<file path="src/rtl/serial_add_pkg.sv">
// Shared types for the bit-serial add/subtract controller.
package serial_add_pkg;

  typedef enum logic [1:0] {
    IDLE = 2'd0,
    RUN  = 2'd1,
    DONE = 2'd2
  } state_t;

endpackage

</file>
<file path="src/rtl/fa_nand.sv">
// One-bit full adder built only from 2-input NAND gates (nine-gate form).
module fa_nand (
  input  logic a,
  input  logic b,
  input  logic ci,
  output logic s,
  output logic co
);

  logic w_n1, w_n2, w_n3, w_x1, w_n4, w_n5, w_n6;

  assign w_n1 = ~(a & b);
  assign w_n2 = ~(a & w_n1);
  assign w_n3 = ~(b & w_n1);
  assign w_x1 = ~(w_n2 & w_n3);   // a ^ b
  assign w_n4 = ~(w_x1 & ci);
  assign w_n5 = ~(w_x1 & w_n4);
  assign w_n6 = ~(ci & w_n4);
  assign s    = ~(w_n5 & w_n6);
  assign co   = ~(w_n4 & w_n1);

endmodule

</file>
<file path="src/rtl/serial_add_ctrl.sv">
// Bit-serial add/subtract: one shared full-adder cell walks the operands LSB
// first, one bit per clock, with start/busy/done handshaking.
module serial_add_ctrl
  import serial_add_pkg::*;
#(
  parameter int WIDTH = 8
) (
  input  logic             clk,
  input  logic             rst_n,
  input  logic             start,
  input  logic             sub,
  input  logic [WIDTH-1:0] a,
  input  logic [WIDTH-1:0] b,
  input  logic             cin,
  output logic             busy,
  output logic             done,
  output logic [WIDTH-1:0] result,
  output logic             cout,
  output logic             ovf
);

  localparam int CW = (WIDTH > 1) ? $clog2(WIDTH) : 1;
  localparam logic [CW-1:0] LAST = CW'(WIDTH - 1);

  state_t           r_state, w_state_next;
  logic [WIDTH-1:0] r_a, r_b, r_result;
  logic [CW-1:0]    r_cnt;
  logic             r_carry, r_cout, r_ovf;
  logic             w_accept, w_last, w_sum, w_co;
  logic [WIDTH-1:0] w_res_next;

  // start is only honoured when no operation is in flight.
  assign w_accept = start && (r_state != RUN);
  assign w_last   = (r_cnt == LAST);

  fa_nand u_cell (
    .a  (r_a[0]),
    .b  (r_b[0]),
    .ci (r_carry),
    .s  (w_sum),
    .co (w_co)
  );

  generate
    if (WIDTH == 1) begin : g_res_w1
      assign w_res_next = w_sum;
    end else begin : g_res_wn
      assign w_res_next = {w_sum, r_result[WIDTH-1:1]};
    end
  endgenerate

  always_ff @(posedge clk) begin
    if (!rst_n) r_state <= IDLE;
    else        r_state <= w_state_next;
  end

  always_comb begin
    w_state_next = r_state;
    case (r_state)
      IDLE:    if (start) w_state_next = RUN;
      RUN:     if (w_last) w_state_next = DONE;
      DONE:    w_state_next = start ? RUN : IDLE;
      default: w_state_next = IDLE;
    endcase
  end

  always_ff @(posedge clk) begin
    if (!rst_n) begin
      r_a      <= '0;
      r_b      <= '0;
      r_result <= '0;
      r_cnt    <= '0;
      r_carry  <= 1'b0;
      r_cout   <= 1'b0;
      r_ovf    <= 1'b0;
    end else if (w_accept) begin
      // Subtraction is a + ~b + 1, so only the B load and carry-in differ.
      r_a      <= a;
      r_b      <= sub ? ~b : b;
      r_carry  <= sub | cin;
      r_cnt    <= '0;
      r_result <= '0;
    end else if (r_state == RUN) begin
      r_a      <= r_a >> 1;
      r_b      <= r_b >> 1;
      r_carry  <= w_co;
      r_result <= w_res_next;
      if (w_last) begin
        r_cout <= w_co;
        r_ovf  <= r_carry ^ w_co;  // r_carry is the carry into the MSB here
      end else begin
        r_cnt <= r_cnt + 1'b1;
      end
    end
  end

  assign busy   = (r_state == RUN);
  assign done   = (r_state == DONE);
  assign result = r_result;
  assign cout   = r_cout;
  assign ovf    = r_ovf;

endmodule

</file>
<file path="config.mk">
export PLATFORM = sky130hd
export DESIGN_NAME = serial_add_ctrl
export DESIGN_NICKNAME = d
export VERILOG_FILES = /design/src/rtl/serial_add_pkg.sv /design/src/rtl/fa_nand.sv /design/src/rtl/serial_add_ctrl.sv
export SDC_FILE = /design/constraint.sdc
export NUM_CORES = 1
export LEC_CHECK = 0
export CORE_UTILIZATION = 49
export DETAILED_ROUTE_END_ITERATION = 10
export PLACE_DENSITY = 0.75
export SYNTH_ARGS = -nofsm -noshare
export SYNTH_HDL_FRONTEND = slang
export SYNTH_SLANG_ARGS = --single-unit
</file>
<file path="constraint.sdc">
create_clock -name clk -period 1.6 [get_ports clk]
set_input_delay 0.16 -clock clk [delete_from_list [all_inputs] [get_ports clk]]
set_output_delay 0.16 -clock clk [all_outputs]
set_load 0.02 [all_outputs]
</file>
==> out/results.txt <==
The run finished with clean final reports. The most used flip-flop cell after synthesis is sky130_fd_sc_hd__dfxtp_1. The cell area that synthesis handed to floorplanning was 1440 sq um. TritonCTS created 5 clock buffers. The logs give 0 for the post-CTS setup repair buffer count and 0 for the total congestion overflow after global routing. Sequential cells account for 56.2% of the total power. Derived from the worst setup path, the maximum achievable clock frequency is 0.682 GHz.

The share of the clock period used by the worst path was 91.7%. The top cell type by area accounts for 44.4% of the synthesized area. For this run, asynchronously set or reset flops after synthesis account for 0%. The detail route stage leaves a number of antenna-violating nets equal to 0.

The run gives 51.9% as the initial cell density of the core. For this design, the slowest cell found on the critical path is sky130_fd_sc_hd__clkdlybuf4s50_1. The overall power after layout is 0.00154 W, and the max-capacitance violation count is 0. For this design the total switching power over the nets is 0.000411 W. In this run the tightest slew margin relative to its limit is 77.6%. The share of total power dissipated in combinational logic is 17.1%.

The number of enable flip-flop cells after synthesis came out at 0. 0 antenna diodes ended up in the layout. Sorting the synthesized cells by area gives the leading types as sky130_fd_sc_hd__dfxtp_1 (44%), sky130_fd_sc_hd__mux2i_1 (5.6%), sky130_fd_sc_hd__nand2_1 (5.2%), sky130_fd_sc_hd__nor2_1 (4.7%), sky130_fd_sc_hd__xor2_1 (4.2%). The number of top-level design ports was 33. For the site row count, the log shows 19. The most numerous cell in the Yosys netlist is sky130_fd_sc_hd__dfxtp_1. The number of violations reported at the end of detailed-routing iteration 0 is 30. The number of synthesized register bits is 32, and the die area is 3170 sq um. The sequential share of the synthesized area is 44.4%, and the worst hold slack is 0.457 ns. Core outline area: 2780 sq um. For this design, the CTS-stage hold fixing added 0 buffers.

The width of the chip was 56.3 microns. Along the worst path, the maximum fanout reaches 3. STA classifies the critical path endpoint as a primary output. The critical path goes through clkdlybuf4s50_1. After filler insertion, the fill cell instance count of the layout stands at 257. The die height is 56.3 microns, and the measured slew at the worst slew-check pin is 0.332 ns. The run gives 0 as the max-slew violation count. The biggest area contributor in the post-synthesis netlist is sky130_fd_sc_hd__dfxtp_1. By count the netlist is led by sky130_fd_sc_hd__dfxtp_1 (32), sky130_fd_sc_hd__nand2_1 (20), sky130_fd_sc_hd__nor2_1 (18). The clock drives 32 sinks. The congestion estimate from routability-driven global placement came to 0.829.

Among cell families on the critical path, the largest total delay comes from buffers and inverters. The source-to-sink clock delay at the later pin of the worst-skew pair is 0.32 ns, and the number of I/O port buffers is 32. The cell count after synthesis is 162, and the layout overhead on the synthesized area is 26.7%. The worst endpoint data arrival time is 1.31 ns. The path type of the worst setup path was reg2out. Clock-pin slew was measured on the worst setup and hold paths at 0.09 ns. Internal power comes to 0.00113 W.

The tools report the total number of vias as 1242. In the routed layout, each cell is associated on average with a via count of 5.42. For the wire length of the first global-routing pass, the log shows 4940 microns. The tools report the root buffer cell as sky130_fd_sc_hd__clkbuf_4. The share of power burned in the clock network came out at 26.7%. Setup violations remaining at the end of the flow were counted as 0. For the net count reported at finish, the log shows 222. In the final routed layout, each cell accounts on average for 12.5 microns.

The tools report the nature of the critical path startpoint as a flop. The maximum ir drop on the vdd rail is 0.749 mV. For the data required time of the critical path, the log shows 1.44 ns. After detailed routing, the number of remaining DRC violations is 0. The final clock skew was 0.00602 ns; the number of H-tree levels was 2. The power per cell area was 845 nW/um^2; the largest net degree at the start of global routing was 36. In the final timing run, aggregate negative setup slack is 0 ns. The run gives 0 as the initial antenna violation count. No sink is reached through more buffers than the 2 on the longest clock path. The number of search-and-repair iterations in the first detailed-routing pass is 4, and the number of hold violations in the final report is 0. The analysis attributes to cell leakage a power of 0.706 nW.

The worst hold path belongs to the class in2reg. The time the final worst path needs with I/O delays and setup was 1.47 ns. The HPWL after detailed placement is 2060 microns.

TritonCTS built the clock tree. Across every metal layer, demand over resource in global routing totals 19.9%. The worst path buffer plus inverter count is 1. In this design, the stage delay of the slowest critical-path cell is 0.62 ns.

The switching portion of total power is 26.6%. Setup repair after global routing left no endpoint under its margin. The run gives 1164 as the number of global-route vias before repair. The total wire length after detailed routing was 2860 microns; the number of nets in the synthesized netlist was 186.

Dividing the synthesized area by the synthesized cell count gives 8.91 sq um. The yosys synthesis warning count was 0. After synthesis, the netlist uses 32 different library cells. The share of post-route cells with drive strength above 1 is 10.6%.
==> layout by cell type, fill, tap and decap left out, drive strengths merged, types with 6 or more instances in the layout <==
cell | netlist | final
a211oi | 8 | 8
a21oi | 13 | 13
buf | 11 | 9
clkbuf | 1 | 6
clkdlybuf4s50 | 0 | 30
dfxtp | 32 | 32
mux2i | 8 | 8
nand2 | 20 | 20
nand3 | 8 | 8
nor2 | 18 | 18
o21ai | 11 | 11
o31ai | 7 | 7
xor2 | 7 | 7
==> metrics by stage <==
stage | worst slack, ns | util [%] | cells | cell area (sq um)
global placement | 0.158 | 64.1 | 222 | 1780
global route | 0.0335 | 65.7 | 229 | 1830
finish | 0.133 | 65.7 | 229 | 1830
CTS | 0.107 | 65.7 | 229 | 1830
detailed placement | 0.145 | 64.1 | 222 | 1780
floorplan | 0.281 | - | 162 | 1440
==> worst paths after layout <==
path                                start        end  slack [ns]  depth (start not counted)
worst max register to register   r_cnt[0]   r_cnt[0]        0.14                          5
worst min-delay path                 a[7]     r_a[7]        0.46                          3
worst max-delay path            result[5]  result[5]        0.13                          1
worst min register to register  result[0]  result[0]        0.47                          2
==> final cells by class <==
cell class	instances	area (sq um)	share of cell area [%]
Clock buffer	6	41.3	2.26
Tap cell	31	38.8	2.12
Multi-Input combinational cell	114	699	38.3
Timing Repair Buffer	41	385	21.1
Inverter	4	17.5	0.958
Clock inverter	1	5.00	0.274
Sequential cell	32	641	35.0
==> metal layers <==
| layer | GRT usage (%) | routed length (microns) | part of all wire [%] |
|---|---|---|---|
| met2 | 32.5 | 1390 | 48 |
| met5 | 0 | 0 | 0 |
| met3 | 7.14 | 118 | 4.1 |
| met4 | 7.67 | 35 | 1.2 |
| met1 | 24.1 | 1320 | 46 |
==> power by group through the flow <==
stage	Clock (W)	Combinational, W	Sequential, W
3_3_place_gp	0	0.000258	0.000885
2_1_floorplan	0	0.000178	0.000882
6_report	0.000412	0.000264	0.000868
4_1_cts	0.000427	0.000265	0.000868
5_1_grt	0.000471	0.000290	0.000874
3_5_place_dp	0	0.000265	0.000886
==> state kept, by name, summed over array words and instances (netlist names) <==
register  cells
ovf           1
r_carry       1
r_a           8
r_cnt         3
r_b           8
result        8
r_state       2
cout          1
==> what timing repair did <==
item | in CTS | in global routing
hold endpoints to repair | 0 | 0
resized for setup | 2 | 0
setup endpoints to repair | 2 | 0
==> tightest hold or removal path: stages <==
cell and delay, ns:
sky130_fd_sc_hd__clkdlybuf4s50_1 0.40, sky130_fd_sc_hd__mux2i_1 0.13, sky130_fd_sc_hd__nor2_1 0.05
==> logic make-up after synthesis <==
kind of cell | share of synthesized area, %
buffers and inverters | 7.11
XOR/XNOR | 6.07
flip-flops | 44.4
adder cells (fa/ha/maj) | 3.12
AND/OR/NAND/NOR | 15.2
AO/OA/AOI/OAI | 18.6
multiplexers | 5.55
Note: power is estimated with default switching activity, not from simulation.
==> RTL change, RTL diff (same settings) <==
Set the parameter `WIDTH` to 16 (it was 8).
--- a/src/rtl/serial_add_ctrl.sv
+++ b/src/rtl/serial_add_ctrl.sv
@@ -3,7 +3,7 @@
 module serial_add_ctrl
   import serial_add_pkg::*;
 #(
-  parameter int WIDTH = 8
+  parameter int WIDTH = 16
 ) (
   input  logic             clk,
   input  logic             rst_n,
Ports: changed (resized a, b and result); port bits go from 33 to 57. No check against the original RTL was run, so the function may have changed too.
==> RTL change against the unedited design <==
Design area up 83%; critical path depth unchanged; setup slack worse by 0.012 ns; first-iteration DRC count rose to 2.9 times the old value; sequential share of layout area down 0.93 points; largest cell class unchanged; via count up 68%; sequential cell count up 25; total power up 120%; area after synthesis up 74%; wire length up 78%; clock power rose to 3.3 times the old value.
==> RTL change: results (changes against the unedited design) <==
Status
  • Status: completed

Global route
  • Met1 usage: 0.268 (+0.0274)
  • GRT Util Overall: 0.213 (+0.0131)
  • Initial antenna violation count: 0 (unchanged)
  • Largest net degree at the start of global routing: 39 (+8.3%)
  • Grt met2 use: 0.331 (+0.00646)
  • Vias in the first global route: 1911 (+64%)
  • GR Util met3: 0.0837 (+0.0122)
  • First-pass GRT wire length: 8700 µm (+76%)

Synth
  • Post-synthesis sequential area ratio: 0.454 (+0.00945)
  • Number of synthesis warnings: 0 (unchanged)
  • Synth cell count leaders: dfxtp_1, nand2_1, mux2i_1
  • Synth area leaders: dfxtp_1, mux2i_1, nand2_1
  • Async set-reset flop share out of synthesis: 0 (unchanged)
  • Average size of a mapped cell: 9.12 µm² (+2.4%)
  • Syn nets: 315 (+69%)

Place
  • Routability congestion estimate: 0.704 (-15%)
  • Port-buffer cells: 56 (+75%)
  • DP HPWL: 3470 µm (+69%)
  • Placed Instances: 390 (+76%)
  • Dpl cell area: 3140 µm² (+76%)
  • Worst slack, placed: 0.168 ns (+0.0231 ns)

CTS
  • Htree depth: 3 (+1)
  • Number of buffers created by CTS: 9 (+4)
  • Clock-pin slew on the worst setup and hold paths: 0.07 ns (-0.02 ns)
  • Root buf cell: clkbuf_8
  • Worst-Skew Late Latency: 0.34 ns (+0.02 ns)

Timing
  • WHS: 0.325 ns (-0.132 ns)
  • Final WS setup: 0.121 ns (-0.0121 ns)
  • Worst Max-Slew Pin Slew: 0.373 ns (+0.0411 ns)
  • Clock Skews: 0.00965 ns (+0.00363 ns)

Drt
  • Initial DRC count: 86 (+190%)
  • Via count: 2088 (+68%)
  • Wire length on met3: 291 µm (+150%)
  • WL met1: 2390 µm (+80%)
  • Drt total wl: 5100 µm (+78%)
  • Metal2 WL: 2380 µm (+72%)
  • First-pass detailed-route iteration total: 4 (unchanged)

Layout
  • Final net count: 373 (+68%)
  • Post-Layout Cell Count: 406 (+77%)
  • Ratio of cells with drive above 1 in the final layout: 0.100 (-0.00577)

Setup path
  • Critical path launch point: cout
  • R2R Path Start: r_cnt[0]
  • Worst setup path end: cout
  • R2R setup slack: 0.19 ns (+0.05 ns)
  • Worst EP arrival: 1.32 ns
  • CP Max Fanout: 2 (-1)
  • Crit-path max cell delay: approximately 0.61 ns
  • Reg2Reg Depth: 4 (-1)

Power
  • Leakage: 1.30 nW (+84%)
  • Tot Pwr: 3.35 mW (+120%)
  • VDD IR max: 0.000719 V (-4.0%)
  • Logic pwr share: 0.132 (-0.039)
  • Sw power: 864 µW (+110%)
  • Sequential fraction of design power: 0.461 (-0.101)

Worst hold path
  • Worst Hold Path EP: r_a[15]
  • Hold_sp: start
  • Worst hold path class: in -> reg
RTL change: changes by cell type after synthesis, moves of 2 or more:
cell | before | now
xor2_1 | 7 | 15
a21oi_1 | 12 | 22
a211oi_1 | 8 | 16
buf_2 | 5 | 10
clkbuf_1 | 1 | 3
o31ai_1 | 7 | 0
buf_4 | 4 | 8
dfxtp_1 | 32 | 57
inv_1 | 1 | 3
nand3_1 | 8 | 18
nand2_1 | 20 | 35
o21ai_0 | 10 | 19
mux2i_1 | 8 | 31
RTL change: kinds of logic (layout without fill, tap and decap cells):
kind of cell,count (synthesis),count (layout),share of synthesized area
compound gates,62,62,0.146
xor+xnor,17,17,0.0592
fa+ha+maj,2,2,0.0129
buf+inv,27,90,0.0632
flops,57,57,0.454
mux,31,31,0.123
simple gates,80,80,0.142
RTL change: cell type report:
cell class                 instances  area (µm²)
clock buffer                      10         138
fill                             390        1470
sequential                        57        1140
multi-input combinational        192        1220
clock inverter                     6        67.6
inverter                           4        15.0
timing repair buffer              70         683
tap                               67        83.8
